$ cat config.mk
export PLATFORM = sky130hd
export DESIGN_NAME = mmu_access_ctl
export DESIGN_NICKNAME = d
export VERILOG_FILES = /design/src/rtl/mmu_pkg.sv /design/src/rtl/mmu_fault_log.sv /design/src/rtl/mmu_access_ctl.sv
export SDC_FILE = /design/constraint.sdc
export NUM_CORES = 1
export LEC_CHECK = 0
export CORE_UTILIZATION = 35
export CTS_BUF_LIST = sky130_fd_sc_hd__clkbuf_16
export CTS_CLUSTER_DIAMETER = 30
export DETAILED_ROUTE_END_ITERATION = 8
export GPL_ROUTABILITY_DRIVEN = 1
export MAX_ROUTING_LAYER = met4
export PLACE_DENSITY = 0.66
export SETUP_SLACK_MARGIN = 0.02
export SLEW_MARGIN = 20
export SYNTH_ARGS = -nofsm -noshare
export SYNTH_HDL_FRONTEND = slang
export SYNTH_SLANG_ARGS = --single-unit
$ cat constraint.sdc
create_clock -name clk -period 3 [get_ports clk]
set_input_delay 0.3 -clock clk [delete_from_list [all_inputs] [get_ports clk]]
set_output_delay 0.3 -clock clk [all_outputs]
set_load 0.1 [all_outputs]
$ cat src/rtl/mmu_pkg.sv
// Shared MMU access-control types: FSM state encoding and fault status bit indices.
// Latency: n/a (types and constants only).
// Backpressure: n/a.
package mmu_pkg;

    typedef enum logic [1:0] {
        ST_IDLE = 2'd0,
        ST_BUS  = 2'd1,
        ST_DONE = 2'd2,
        ST_BERR = 2'd3
    } mmu_state_t;

    // Bit positions inside the fault status register
    localparam int FLT_NO_READ = 0;
    localparam int FLT_WP      = 1;
    localparam int FLT_NX      = 2;
    localparam int FLT_PRIV    = 3;
    localparam int FLT_BADREQ  = 4;
    localparam int FLT_OVF     = 5;

    // Width of the permission-check fault field and of the full status register
    localparam int FLT_W = 5;
    localparam int FSR_W = 6;

endpackage

$ cat src/rtl/mmu_fault_log.sv
// Fault logger: captures first unserviced fault (status + address), flags overflow, counts denials.
// Latency: capture/clear visible one cycle after the denied accept or clear strobe.
// Backpressure: none; accepts a denial event every cycle.
module mmu_fault_log
    import mmu_pkg::*;
#(
    parameter int ADDR_W = 32,
    parameter int CNT_W  = 8
) (
    input  logic              clk,
    input  logic              rst_n,
    input  logic              deny_vld,
    input  logic [FLT_W-1:0]  flt_dat,
    input  logic [ADDR_W-1:0] flt_addr,
    input  logic              fsr_clr,
    output logic [FSR_W-1:0]  fsr,
    output logic [ADDR_W-1:0] far,
    output logic              fault_pend,
    output logic [CNT_W-1:0]  fault_cnt
);

    logic [FSR_W-1:0]  fsr_q,  fsr_d;
    logic [ADDR_W-1:0] far_q,  far_d;
    logic              pend_q, pend_d;
    logic [CNT_W-1:0]  cnt_q,  cnt_d;

    // Capture/overflow/clear priority: a new denial beats a coincident clear, and a
    // clear in that same cycle means the new fault is treated as the first one.
    always_comb begin
        fsr_d  = fsr_q;
        far_d  = far_q;
        pend_d = pend_q;
        if (deny_vld) begin
            if (!pend_q || fsr_clr) begin
                fsr_d  = {1'b0, flt_dat};
                far_d  = flt_addr;
                pend_d = 1'b1;
            end else begin
                fsr_d[FLT_OVF] = 1'b1;
            end
        end else if (fsr_clr) begin
            fsr_d  = '0;
            far_d  = '0;
            pend_d = 1'b0;
        end
    end

    // Denial counter saturates at all-ones; software clear does not touch it
    always_comb begin
        cnt_d = cnt_q;
        if (deny_vld && (cnt_q != {CNT_W{1'b1}})) begin
            cnt_d = cnt_q + CNT_W'(1);
        end
    end

    // Fault log state registers
    always_ff @(posedge clk or negedge rst_n) begin
        if (!rst_n) begin
            fsr_q  <= '0;
            far_q  <= '0;
            pend_q <= 1'b0;
            cnt_q  <= '0;
        end else begin
            fsr_q  <= fsr_d;
            far_q  <= far_d;
            pend_q <= pend_d;
            cnt_q  <= cnt_d;
        end
    end

    assign fsr        = fsr_q;
    assign far        = far_q;
    assign fault_pend = pend_q;
    assign fault_cnt  = cnt_q;

endmodule

$ cat src/rtl/mmu_access_ctl.sv
// MMU access controller: forwards permitted CPU accesses to the bus, returns bus errors for denied ones.
// Latency: accept-to-done >= 2 cycles (1 + bus wait); accept-to-berr 1 cycle.
// Backpressure: acc_ready only in IDLE; bus_addr/bus_we held until bus_ready handshake.
module mmu_access_ctl
    import mmu_pkg::*;
#(
    parameter int ADDR_W = 32,
    parameter int CNT_W  = 8
) (
    input  logic              clk,
    input  logic              rst_n,
    input  logic              acc_valid,
    output logic              acc_ready,
    input  logic [ADDR_W-1:0] acc_addr,
    input  logic              acc_r,
    input  logic              acc_w,
    input  logic              acc_x,
    input  logic              pc_allow,
    input  logic [FLT_W-1:0]  pc_fault,
    output logic              bus_valid,
    input  logic              bus_ready,
    output logic [ADDR_W-1:0] bus_addr,
    output logic              bus_we,
    output logic              acc_done,
    output logic              acc_berr,
    output logic [FSR_W-1:0]  fsr,
    output logic [ADDR_W-1:0] far,
    output logic              fault_pend,
    output logic [CNT_W-1:0]  fault_cnt,
    input  logic              fsr_clr
);

    mmu_state_t        state_q, state_d;
    logic [ADDR_W-1:0] bus_addr_q, bus_addr_d;
    logic              bus_we_q, bus_we_d;
    logic              accept, deny, grant;

    // Read/fetch class is resolved by the external permission checker; only the
    // write bit matters to the bus side.
    logic unused_class;
    assign unused_class = acc_r ^ acc_x;

    // Accept classification; bad_req overrides any allow from the checker
    always_comb begin
        accept = acc_valid && (state_q == ST_IDLE);
        deny   = accept && (!pc_allow || pc_fault[FLT_BADREQ]);
        grant  = accept && !deny;
    end

    // Next-state and bus request capture; inputs are only looked at in IDLE
    always_comb begin
        state_d    = state_q;
        bus_addr_d = bus_addr_q;
        bus_we_d   = bus_we_q;
        case (state_q)
            ST_IDLE: begin
                if (grant) begin
                    state_d    = ST_BUS;
                    bus_addr_d = acc_addr;
                    bus_we_d   = acc_w;
                end else if (deny) begin
                    state_d = ST_BERR;
                end
            end
            ST_BUS:  if (bus_ready) state_d = ST_DONE;
            ST_DONE: state_d = ST_IDLE;
            ST_BERR: state_d = ST_IDLE;
            default: state_d = ST_IDLE;
        endcase
    end

    // FSM and registered bus request
    always_ff @(posedge clk or negedge rst_n) begin
        if (!rst_n) begin
            state_q    <= ST_IDLE;
            bus_addr_q <= '0;
            bus_we_q   <= 1'b0;
        end else begin
            state_q    <= state_d;
            bus_addr_q <= bus_addr_d;
            bus_we_q   <= bus_we_d;
        end
    end

    // Handshake and completion strobes decode straight from the state register
    assign acc_ready = (state_q == ST_IDLE);
    assign bus_valid = (state_q == ST_BUS);
    assign acc_done  = (state_q == ST_DONE);
    assign acc_berr  = (state_q == ST_BERR);
    assign bus_addr  = bus_addr_q;
    assign bus_we    = bus_we_q;

    mmu_fault_log #(
        .ADDR_W (ADDR_W),
        .CNT_W  (CNT_W)
    ) u_fault_log (
        .clk        (clk),
        .rst_n      (rst_n),
        .deny_vld   (deny),
        .flt_dat    (pc_fault),
        .flt_addr   (acc_addr),
        .fsr_clr    (fsr_clr),
        .fsr        (fsr),
        .far        (far),
        .fault_pend (fault_pend),
        .fault_cnt  (fault_cnt)
    );

endmodule
==> metrics.cfg <==
[run_status]
status=complete, but fails checks
violations=negative hold slack

[worst_setup_path]
critPathMaxStageDelay_ns=1.15
r2r-start=state_q[0]$_DFFE_PN0P_
crit_fanout=2
crit_chain=clkdlybuf4s50_1
slowest_stage=clkdlybuf4s50_1
startpoint_type=register
crit_start=bus_addr[15]$_DFFE_PN0P_
crit_cells=1
critPathKind=register to output port
regToRegSetupSlack_ns=0.91
endpoint_kind=output port
worstRegToRegCells=5
cp_top_family=buffers and inverters
cp.arrival_ns=1.83
path_buf_inv=1
crit_required_ns=2.70

[timing]
setup-tns-final_ns=0
maxSlewHeadroom=0.3369
rsz0062_at_grt=false
min_period_over_period=0.7084
worstMarginPinSlew_ns=0.9916
holdWs_ns=-0.01224
finalHoldViolCount=8
max_freq_ghz=0.4706
setup_viol=0
finClkSkew_ns=0.005135
fin_crit_ns=2.125
drv_slew=0

[place]
portBuffers=127
hpwl_um=4957
gp_congestion=0.7308

[clocking]
path_clk_slew_ns=0.06
htree_num_levels=3
cts.sinks=82
hold_buffers=0
root_buffer=clkbuf_16
clk_latency_ns=0.33
cts_tree=yes
cts_setup_buffers=0
cts_buffers=9
clockBufferDepth=2
ctsResizeCount=0

[routing]
drc_errors=0
vias=2281
routedWlPerCell_um=15.92
ant_nets=0
drt_iter0_drc=50
firstDrtPassIters=4
wirelength_um=7258
vias_per_cell=5.002

[final_layout]
areaGrowthSynthToFinish_pct=50.67
diodes=0
drive_above_1_share=0.3190
multi_input_area_um2=1016
nFillCells=732
final_nets=390
seqCellArea_um2=2052

[synth]
yosysWarnings=0
synth_seq_cells=82
synth-edff-count=0
synth-async-reset-ratio=1.000
synth_ff_type=dfrtp_1
synth_nets=260
synth_area_um2=3156
netlist-cell-type-count=29
ys_seq_area_frac=0.6503
syn_area_per_cell_um2=14.81
synthCells=213

[floorplanning]
start_util=0.3618
die_x_um=96.95
core_area_um2=8721
row_count=34
die_y_um=96.95
die-area_um2=9399
ioPinCount=130

[run]
cap_violations=0

[global_routing]
grt_pass1_vias=2300
grt_pass1_wl_um=11970
antenna_found_initial=0
grt-ovfl-total=0
grt_max_degree=83
grt_usage=0.1670

[worst_hold_path]
hp-class=input port to async pin

## path summary, 6_finish.rpt
kind / endpoint
max: bus_addr[15]
min: bus_addr[23]$_DFFE_PN0P_
max reg2reg: u_fault_log.far[21]$_DFFE_PN0P_
min reg2reg: bus_addr[13]$_DFFE_PN0P_
max in group asynchronous: u_fault_log.far[17]$_DFFE_PN0P_
min in group clk: bus_addr[13]$_DFFE_PN0P_
## sequential cells by signal, summed over array words and instances (netlist names)
| name | flops |
|---|---|
| u_fault_log.far | 32 |
| u_fault_log.fault_pend | 1 |
| bus_we | 1 |
| bus_addr | 32 |
| u_fault_log.fault_cnt | 8 |
| u_fault_log.fsr | 6 |
| state_q | 2 |
## stage by stage
step | std cells | util | hold slack (ns) | setup WS, ns | instance area (µm²)
after floorplan | 213 | - | 0.004409 | 0.6503 | 3156
after global placement | 440 | 0.5063 | 0.4869 | 0.6008 | 4415
after detailed placement | 440 | 0.5063 | 0.4918 | 0.5787 | 4415
after CTS | 456 | 0.5448 | 0.1938 | 0.8628 | 4751
after global routing | 456 | 0.5452 | 0.06472 | 0.7496 | 4755
final | 456 | 0.5452 | -0.01224 | 0.8748 | 4755
## cell type report
type                       count  share of cell area
sequential                    82              0.4316
timing repair buffer         130              0.2534
multi-input combinational    117              0.2137
clock buffer                   9             0.04737
tap                          108             0.02842
clock inverter                 7             0.02316
inverter                       3            0.002368
## placed cells by master (no fill, tap or decap), drive strengths merged, types with 2 or more instances in the layout
cell type / instances
dfrtp: 82
clkdlybuf4s50: 75
buf: 55
mux2: 37
a22o: 36
nand2: 11
clkbuf: 9
nand3: 6
inv: 5
nor2: 4
bufinv: 3
nand2b: 3
nor2b: 2
xnor2: 2
nor3: 2
xor2: 2
a21oi: 2
## metal layers
metal	vias up	track usage	wire length, µm
met5	-	-	0
met1	1150	0.2235	3368
met2	79	0.2432	3399
met4	0	0.06544	121
li1	1042	-	-
met3	10	0.04263	369
## synth_stat cells (all sizes together), types with 2 or more instances
master	instances	area [µm²]
buf	10	82.57
xor2	2	17.52
inv	3	11.26
nor2b	2	12.51
nand2b	3	18.77
nor3	2	10.01
a22o	36	315.3
nand2	11	43.80
mux2	37	416.7
xnor2	2	17.52
dfrtp	82	2052
nand3	6	30.03
nor2	4	15.01
a21oi	2	13.76
## logic make-up after synthesis
| kind of cell | Yosys count | synth area share |
|---|---|---|
| AND/OR/NAND/NOR | 32 | 0.05512 |
| buffers and inverters | 14 | 0.03092 |
| flip-flops | 82 | 0.6503 |
| XOR/XNOR | 4 | 0.01110 |
| AO/OA/AOI/OAI | 42 | 0.1134 |
| multiplexers | 38 | 0.1352 |
| adder cells (fa/ha/maj) | 1 | 0.003964 |
Power is not shown: default switching activity piles up to over one toggle a cycle in this logic, so the estimate is an artifact.
